### config.mk
export PLATFORM = sky130hd
export DESIGN_NAME = uart_start_detector
export DESIGN_NICKNAME = d
export VERILOG_FILES = /design/src/rtl/uart_start_detector.sv
export SDC_FILE = /design/constraint.sdc
export NUM_CORES = 1
export LEC_CHECK = 0
export CAP_MARGIN = 20
export CORE_MARGIN = 4
export CORE_UTILIZATION = 60
export DETAILED_ROUTE_END_ITERATION = 16
export PLACE_DENSITY_LB_ADDON = 0.15
export SLEW_MARGIN = 20
export SYNTH_ARGS = -nofsm -noshare
export SYNTH_HDL_FRONTEND = slang
export SYNTH_SLANG_ARGS = --single-unit
### constraint.sdc
create_clock -name clk -period 3.3 [get_ports clk]
set_clock_uncertainty 0.2 [all_clocks]
set_input_delay 0.66 -clock clk [delete_from_list [all_inputs] [get_ports clk]]
set_output_delay 0.66 -clock clk [all_outputs]
set_load 0.005 [all_outputs]
### src/rtl/uart_start_detector.sv
// UART receive front end: synchronises the serial line and qualifies start bits
// on oversampled strobes, with glitch rejection, clear/re-arm guard and break detection.
module uart_start_detector #(
    parameter int MinLowSamples  = 4,
    parameter int MinIdleSamples = 2,
    parameter int BreakSamples   = 80
) (
    input  logic clk,
    input  logic rst,
    input  logic sample_trigger,
    input  logic raw_data,
    input  logic clear,
    output logic start_bit_detected,
    output logic start_pulse,
    output logic break_detected
);

    localparam int CW = $clog2(BreakSamples + 1);
    localparam logic [CW-1:0] LOW_TH  = CW'(MinLowSamples);
    localparam logic [CW-1:0] IDLE_TH = CW'(MinIdleSamples);
    localparam logic [CW-1:0] BRK_TH  = CW'(BreakSamples);
    localparam logic [CW-1:0] ONE     = CW'(1);

    typedef enum logic [1:0] {
        IDLE      = 2'd0,
        QUALIFY   = 2'd1,
        DETECTED  = 2'd2,
        WAIT_IDLE = 2'd3
    } state_t;

    // Count up by one, holding at BreakSamples so the counter never wraps.
    function automatic logic [CW-1:0] sat_inc(input logic [CW-1:0] v);
        return (v >= BRK_TH) ? BRK_TH : v + ONE;
    endfunction

    logic line_p0, line_p1;
    logic line;

    state_t        state_q, state_d;
    logic [CW-1:0] count_q, count_d, count_inc;
    logic          counting_q, counting_d;
    logic          sbd_d, pulse_d, brk_d;

    // Input synchroniser: two flops, reset to the idle (high) line level.
    always_ff @(posedge clk or negedge rst) begin
        if (!rst) begin
            line_p0 <= 1'b1;
            line_p1 <= 1'b1;
        end else begin
            line_p0 <= raw_data;
            line_p1 <= line_p0;
        end
    end

    assign line      = line_p1;
    assign count_inc = sat_inc(count_q);

    always_ff @(posedge clk or negedge rst) begin
        if (!rst) begin
            state_q            <= IDLE;
            count_q            <= '0;
            counting_q         <= 1'b0;
            start_bit_detected <= 1'b0;
            start_pulse        <= 1'b0;
            break_detected     <= 1'b0;
        end else begin
            state_q            <= state_d;
            count_q            <= count_d;
            counting_q         <= counting_d;
            start_bit_detected <= sbd_d;
            start_pulse        <= pulse_d;
            break_detected     <= brk_d;
        end
    end

    always_comb begin
        state_d    = state_q;
        count_d    = count_q;
        counting_d = counting_q;
        sbd_d      = start_bit_detected;
        pulse_d    = 1'b0;
        brk_d      = break_detected;

        if (clear) begin
            state_d    = WAIT_IDLE;
            count_d    = '0;
            counting_d = 1'b0;
            sbd_d      = 1'b0;
            brk_d      = 1'b0;
        end else if (sample_trigger) begin
            case (state_q)
                IDLE: begin
                    if (!line) begin
                        count_d = ONE;
                        if (LOW_TH <= ONE) begin
                            state_d    = DETECTED;
                            sbd_d      = 1'b1;
                            pulse_d    = 1'b1;
                            counting_d = 1'b1;
                        end else begin
                            state_d = QUALIFY;
                        end
                    end
                end
                QUALIFY: begin
                    if (line) begin
                        state_d = IDLE;
                        count_d = '0;
                    end else begin
                        count_d = count_inc;
                        if (count_inc >= LOW_TH) begin
                            state_d    = DETECTED;
                            sbd_d      = 1'b1;
                            pulse_d    = 1'b1;
                            counting_d = 1'b1;
                        end
                    end
                end
                DETECTED: begin
                    // The break run must be unbroken from the first low sample;
                    // one high sample freezes the count until the next clear.
                    if (line) begin
                        counting_d = 1'b0;
                    end else if (counting_q) begin
                        count_d = count_inc;
                        if (count_inc == BRK_TH) begin
                            brk_d = 1'b1;
                        end
                    end
                end
                WAIT_IDLE: begin
                    if (!line) begin
                        count_d = '0;
                    end else if (count_inc >= IDLE_TH) begin
                        state_d = IDLE;
                        count_d = '0;
                    end else begin
                        count_d = count_inc;
                    end
                end
                default: begin
                    state_d = IDLE;
                    count_d = '0;
                end
            endcase
        end
    end

endmodule

---- After elaboration in Yosys (flattened, before gate mapping) ----
Index checks and enable logic that the tools add are counted.
word-level totals
  flip-flop bits (word level) ............. 15
  bits in latches ......................... 0
  memory bits (writable) .................. 0
  ROM bits ................................ 0
  input bits .............................. 5
  output and inout port bits .............. 3
  logic and storage cells ................. 78
  memories kept ........................... 0
operators by class
  add/subtract/negate cells ............... 1
  $mul .................................... 0
  div/mod/pow operators ................... 0
  $lt $le $gt $ge ......................... 3
  equal/unequal tests ..................... 14
  shift operators ......................... 0
  muxes and demuxes ....................... 38
  bitwise logic cells ..................... 0
  reductions and logical operators ........ 14
operator list
  cell                                                                    count
  7-bit 2-to-1 mux                                                        9
  7-bit case mux with 4 select lines                                      1
  3-bit inequality test (second input constant)                           8
  1-bit 2-to-1 mux                                                        19
  2-bit 2-to-1 mux                                                        7
  2-bit nonzero test                                                      6
  5-bit AND reduction                                                     2
  4-bit AND reduction                                                     2
  7-bit by 1-bit adder with 7-bit output (second input constant)          1
  7-bit == test (second input constant)                                   1
  7-bit by 2-bit >= comparator with 1-bit output (second input constant)  1
  7-bit by 3-bit >= comparator with 1-bit output (second input constant)  1
  7-bit >= comparator (second input constant)                             1
  2-bit case mux with 3 select lines                                      1
  6-bit AND reduction                                                     1
  2-bit == test (second input constant)                                   2
  4-bit inequality test (second input constant)                           1
  4-bit nonzero test                                                      1
  3-bit nonzero test                                                      1
  2-bit by 1-bit == test with 1-bit output (second input constant)        1
  2-bit zero test                                                         1
  2-bit inequality test (second input constant)                           1
  1-bit case mux with 2 select lines                                      1

---- Longest topological paths before layout ----
  word-level depth ........................ 9
  mapped depth ............................ 7

---- Worst setup path before layout ----
OpenSTA, ideal clock, no wires.
  path type ............................... input port to flip-flop
  start ................................... input port clear
  end ..................................... register count_q[2]
  arrival time ............................ 1.691 ns
  data required time ...................... 3.034 ns
  path slack .............................. 1.343 ns
  cell stages on the path ................. 6
  cells stage by stage .................... buf_2 > inv_1 > nand2_1 > o31ai_2 > or4b_1 > nand2_1
on the way
  longest elaborated chain between the ends .. 2
  elaborated cells on any way between the ends .. 6
  classes of those cells .................. 3 x eq/ne; 1 x mux; 2 x reduce/logical
RTL lines
  item                                                                                 line  RTL
  start: declaration                                                                   12    input logic clear,
  3-bit inequality test (no source line) / 2-bit nonzero test (equally long branches)  n/a
  4-bit AND reduction (no source line)                                                 n/a
  end signal: assignment                                                               68    count_q <= count_d;
  end: declaration                                                                     40    logic [CW-1:0] count_q, count_d, count_inc;
Parallel ways exist; a longest one is shown, timed or not.
A chain may end at the register's enable or synchronous reset.

---- Worst setup path in the final report ----
Ends and elaborated chain as after synthesis.

==> impl_results.md <==
* Fin. max-slew vios at 0
* CTS max path bufs at 2
* Crit end category: flip-flop
* Hold crit path type: reg2reg
* Crit path cell chain: clkdlybuf4s50_1 > inv_1 > nand2_1 > o31ai_2 > or4b_1 > nand2_1
* Startpoint types: primary input
* Syn_area_per_cell at 9.03 um2
* Status: finished, final reports clean
* Largest stage delay on the critical path at between 0.6 and 0.7 ns
* GPL Wtd Cong at 0.933
* Synth Instances at between 100 and 150
* Total chip power at 362 uW
* EDFF count, synth at 0
* Row Count at 14
* Peak VDD IR at ~240 uV
* R2r endpoint: state_q[0]
* Comb pwr share at between 10% and 20%
* Most frequent cells in the layout: dfrtp_1 (13), nor2_1 (9), nand2_1 (9)
* Post-synthesis adder-cell area fraction at under 10%
* Share of cells above drive strength 1 at about 11%
* P_sw at 105 uW
* Simple-gate share of the synthesized area at between 20% and 30%
* Largest family of logic cells by synthesized area: simple AND/OR/NAND/NOR gates
* Final TNS setup at 0 ns
* Slew HR at a little over half
* Fraction of power spent switching nets at between 20 and 30%
* Worst Path Required at 3.33 ns
* Die width at between 40 and 50 um
* Seq pwr share at between 50% and 60%
* Initial Util at roughly 64%
* DP HPWL at roughly 1.5 mm
* Length of routed met3 wiring at about 110 um
* IO Pins at 8
* Power per cell area at 337 mW/mm2
* Global Route Usage Sum at between 10% and 20%
* Fin. Hold Viols at 0
* Clock share of power at just over 30%
* Clock sink count at 15
* Post-synthesis mux area share at 0%
* Hold_buf cts at 0
* Metal1 wirelength at around 900 um
* Most Frequent Cell on Critical Path: nand2_1
* RSZ-0062 raised after global routing: no
* Area after DPL at ~0.0010 mm2
* Post-cts resize count at 0
* Area Overhead vs Synth at 8.06%
* Maxcap violations at 0
* Vias per inst at between 6 and 7
* Worst setup margin at between 0.9 and 1 ns
* # Post-CTS Setup Buffers at 0
* Die Ht at 48.7 um
* Clk root buf: clkbuf_4
* Syn nets at between 100 and 150
* Critical Path AT at about 2.4 ns
* H-tree level count at 1
* Final instance area at 0.00107 mm2
* Full die area at between 0.002 and 0.0025 mm2
* Endpoints failing setup at 0
* TritonCTS clock tree: done
* DR top layer: met4
* Via count at between 800 and 900
* Xor/xnor share of the synthesized area at less than 1%
* Yosys warns at 0
* Final period util at a little over two thirds
* Compound-gate portion of the synthesized area at between 20% and 30%
* Port-buffer cells at 7
* Initial antenna violation count at 0
* Pint at ~260 uW
* Number of diodes at 0
* Path depth of the worst reg2reg path at 6
* Tmin final at 2.32 ns
* DR DRC count at 0
* Final #Nets at between 100 and 150
* Sink of the worst hold path: line
* Seq cells post-synth at 15
* HP Start: line_p0
* Max Clock Freq at 0.431 GHz
* Pre-antenna DRT Iters at 4
* Post-synthesis async set-or-reset flop share at 100%
* Global route overflow at 0
* First-pass GRT wire length at approximately 3.5 mm
* Final WL at about 2.1 mm
* Worst path slowest cell: clkdlybuf4s50_1
* Largest net degree at the start of global routing at 16
* Fill cell count at about 120
* Dominant synthesized flop cell: dfrtp_1
* Post-route ant nets at 0
* Routed len/inst at between 15 and 20 um
* Vias in the first global route at a little under 800
* Commonest non-fill, non-tap cell in the layout: dfrtp_1
* WS Path Type: in2reg
* Clock transition at the registers of the reported paths at 0.10 ns
* Synth cell types at 46
* Cell leakage power at between 0.4 and 0.5 nW
* Met2 wire length at between 1 and 1.5 mm
* Clk_lat worst skew at 0.29 ns
* Post-synthesis cell area at about 990 um2
* R2R Setup Slk at roughly 1.1 ns
* Hold Path Stages at 0
* Place WS at 0.678 ns
* Post-layout util at ~70%
* Core area at around 0.0015 mm2
* FF-to-FF Start: count_q[0]
* DR iter-0 viols at 38
* Max FO, Critical Path at 10
* Sequential element share of the synthesized area at 38.0%
* CTS buffer count at 3
* Worst-margin pin slew at 0.676 ns
worst max-delay path by stage:
stage / cells after the start / to / start / slack (ns)
after floorplan: 6 / count_q[2] / clear / 1.34
after CTS: 6 / count_q[2] / clear / 0.99
after detailed placement: 6 / count_q[2] / clear / 0.68
after global routing: 6 / count_q[2] / clear / 0.88
after global placement: 6 / count_q[2] / clear / 0.72
final: 6 / count_q[2] / clear / 0.98
cells in the mapped netlist (all sizes together), types with 2 or more instances:
library cell | n | area [um2]
a21oi | 7 | 38.8
a31oi | 3 | 25.0
a41oi | 3 | 26.3
and3b | 2 | 17.5
buf | 5 | 32.5
clkbuf | 2 | 7.51
dfrtp | 13 | 325
dfstp | 2 | 52.6
ha | 2 | 25.0
inv | 8 | 30.0
nand2 | 9 | 33.8
nand3 | 3 | 15.0
nor2 | 9 | 33.8
nor2b | 4 | 25.0
nor3 | 3 | 15.0
nor3b | 2 | 15.0
o211ai | 2 | 15.0
o21ai | 6 | 30.0
o31ai | 4 | 35.0
or3 | 3 | 28.8
per-stage QoR:
stage,hold WS [ns],std cells
2_1_floorplan,0.145,110
3_3_place_gp,0.146,126
3_5_place_dp,0.148,126
4_1_cts,0.164,130
5_1_grt,0.166,130
6_report,0.162,130
routing by layer:
layer / GRT usage (%) / vias up
met4: 10.3 / 0
met3: 3.68 / 4
met2: 28.7 / 30
li1: - / 410
met5: 0 / -
met1: 24.4 / 408
state kept, by name, indices dropped and copies added, names as in the netlist:
name                flops
count_q                 7
state_q                 2
break_detected          1
counting_q              1
line                    1
line_p0                 1
start_bit_detected      1
start_pulse             1
worst max-delay path, delay by kind of cell:
family	cells	cell delay, ns
buf+inv	2	0.80
simple gates	3	0.73
compound gates	1	0.16
area by class of cell:
type | count | area [um2] | area share, %
clock buffer | 3 | 22.5 | 2.10
clock inverter | 1 | 7.51 | 0.699
inverter | 8 | 30.0 | 2.80
multi-input combinational | 80 | 546 | 50.8
sequential | 15 | 378 | 35.2
tap | 16 | 20.0 | 1.86
timing repair buffer | 7 | 70.1 | 6.53
power groups by stage:
| stage | logic [mW] | clock network, mW | registers (mW) |
|---|---|---|---|
| after detailed placement | 0.0524 | 0 | 0.202 |
| after global placement | 0.0515 | 0 | 0.202 |
| after CTS | 0.0526 | 0.113 | 0.199 |
| after global routing | 0.0585 | 0.125 | 0.200 |
| final | 0.0526 | 0.110 | 0.199 |
| after floorplan | 0.0418 | 0 | 0.196 |
kinds of logic (layout without fill, tap and decap cells):
| kind of cell | count (synthesis) | after routing |
|---|---|---|
| XOR/XNOR | 1 | 1 |
| AND/OR/NAND/NOR | 43 | 43 |
| buffers and inverters | 15 | 19 |
| AO/OA/AOI/OAI | 34 | 34 |
| adder cells (fa/ha/maj) | 2 | 2 |
| flip-flops | 15 | 15 |
No activity file was read; power rests on OpenSTA's default activity.
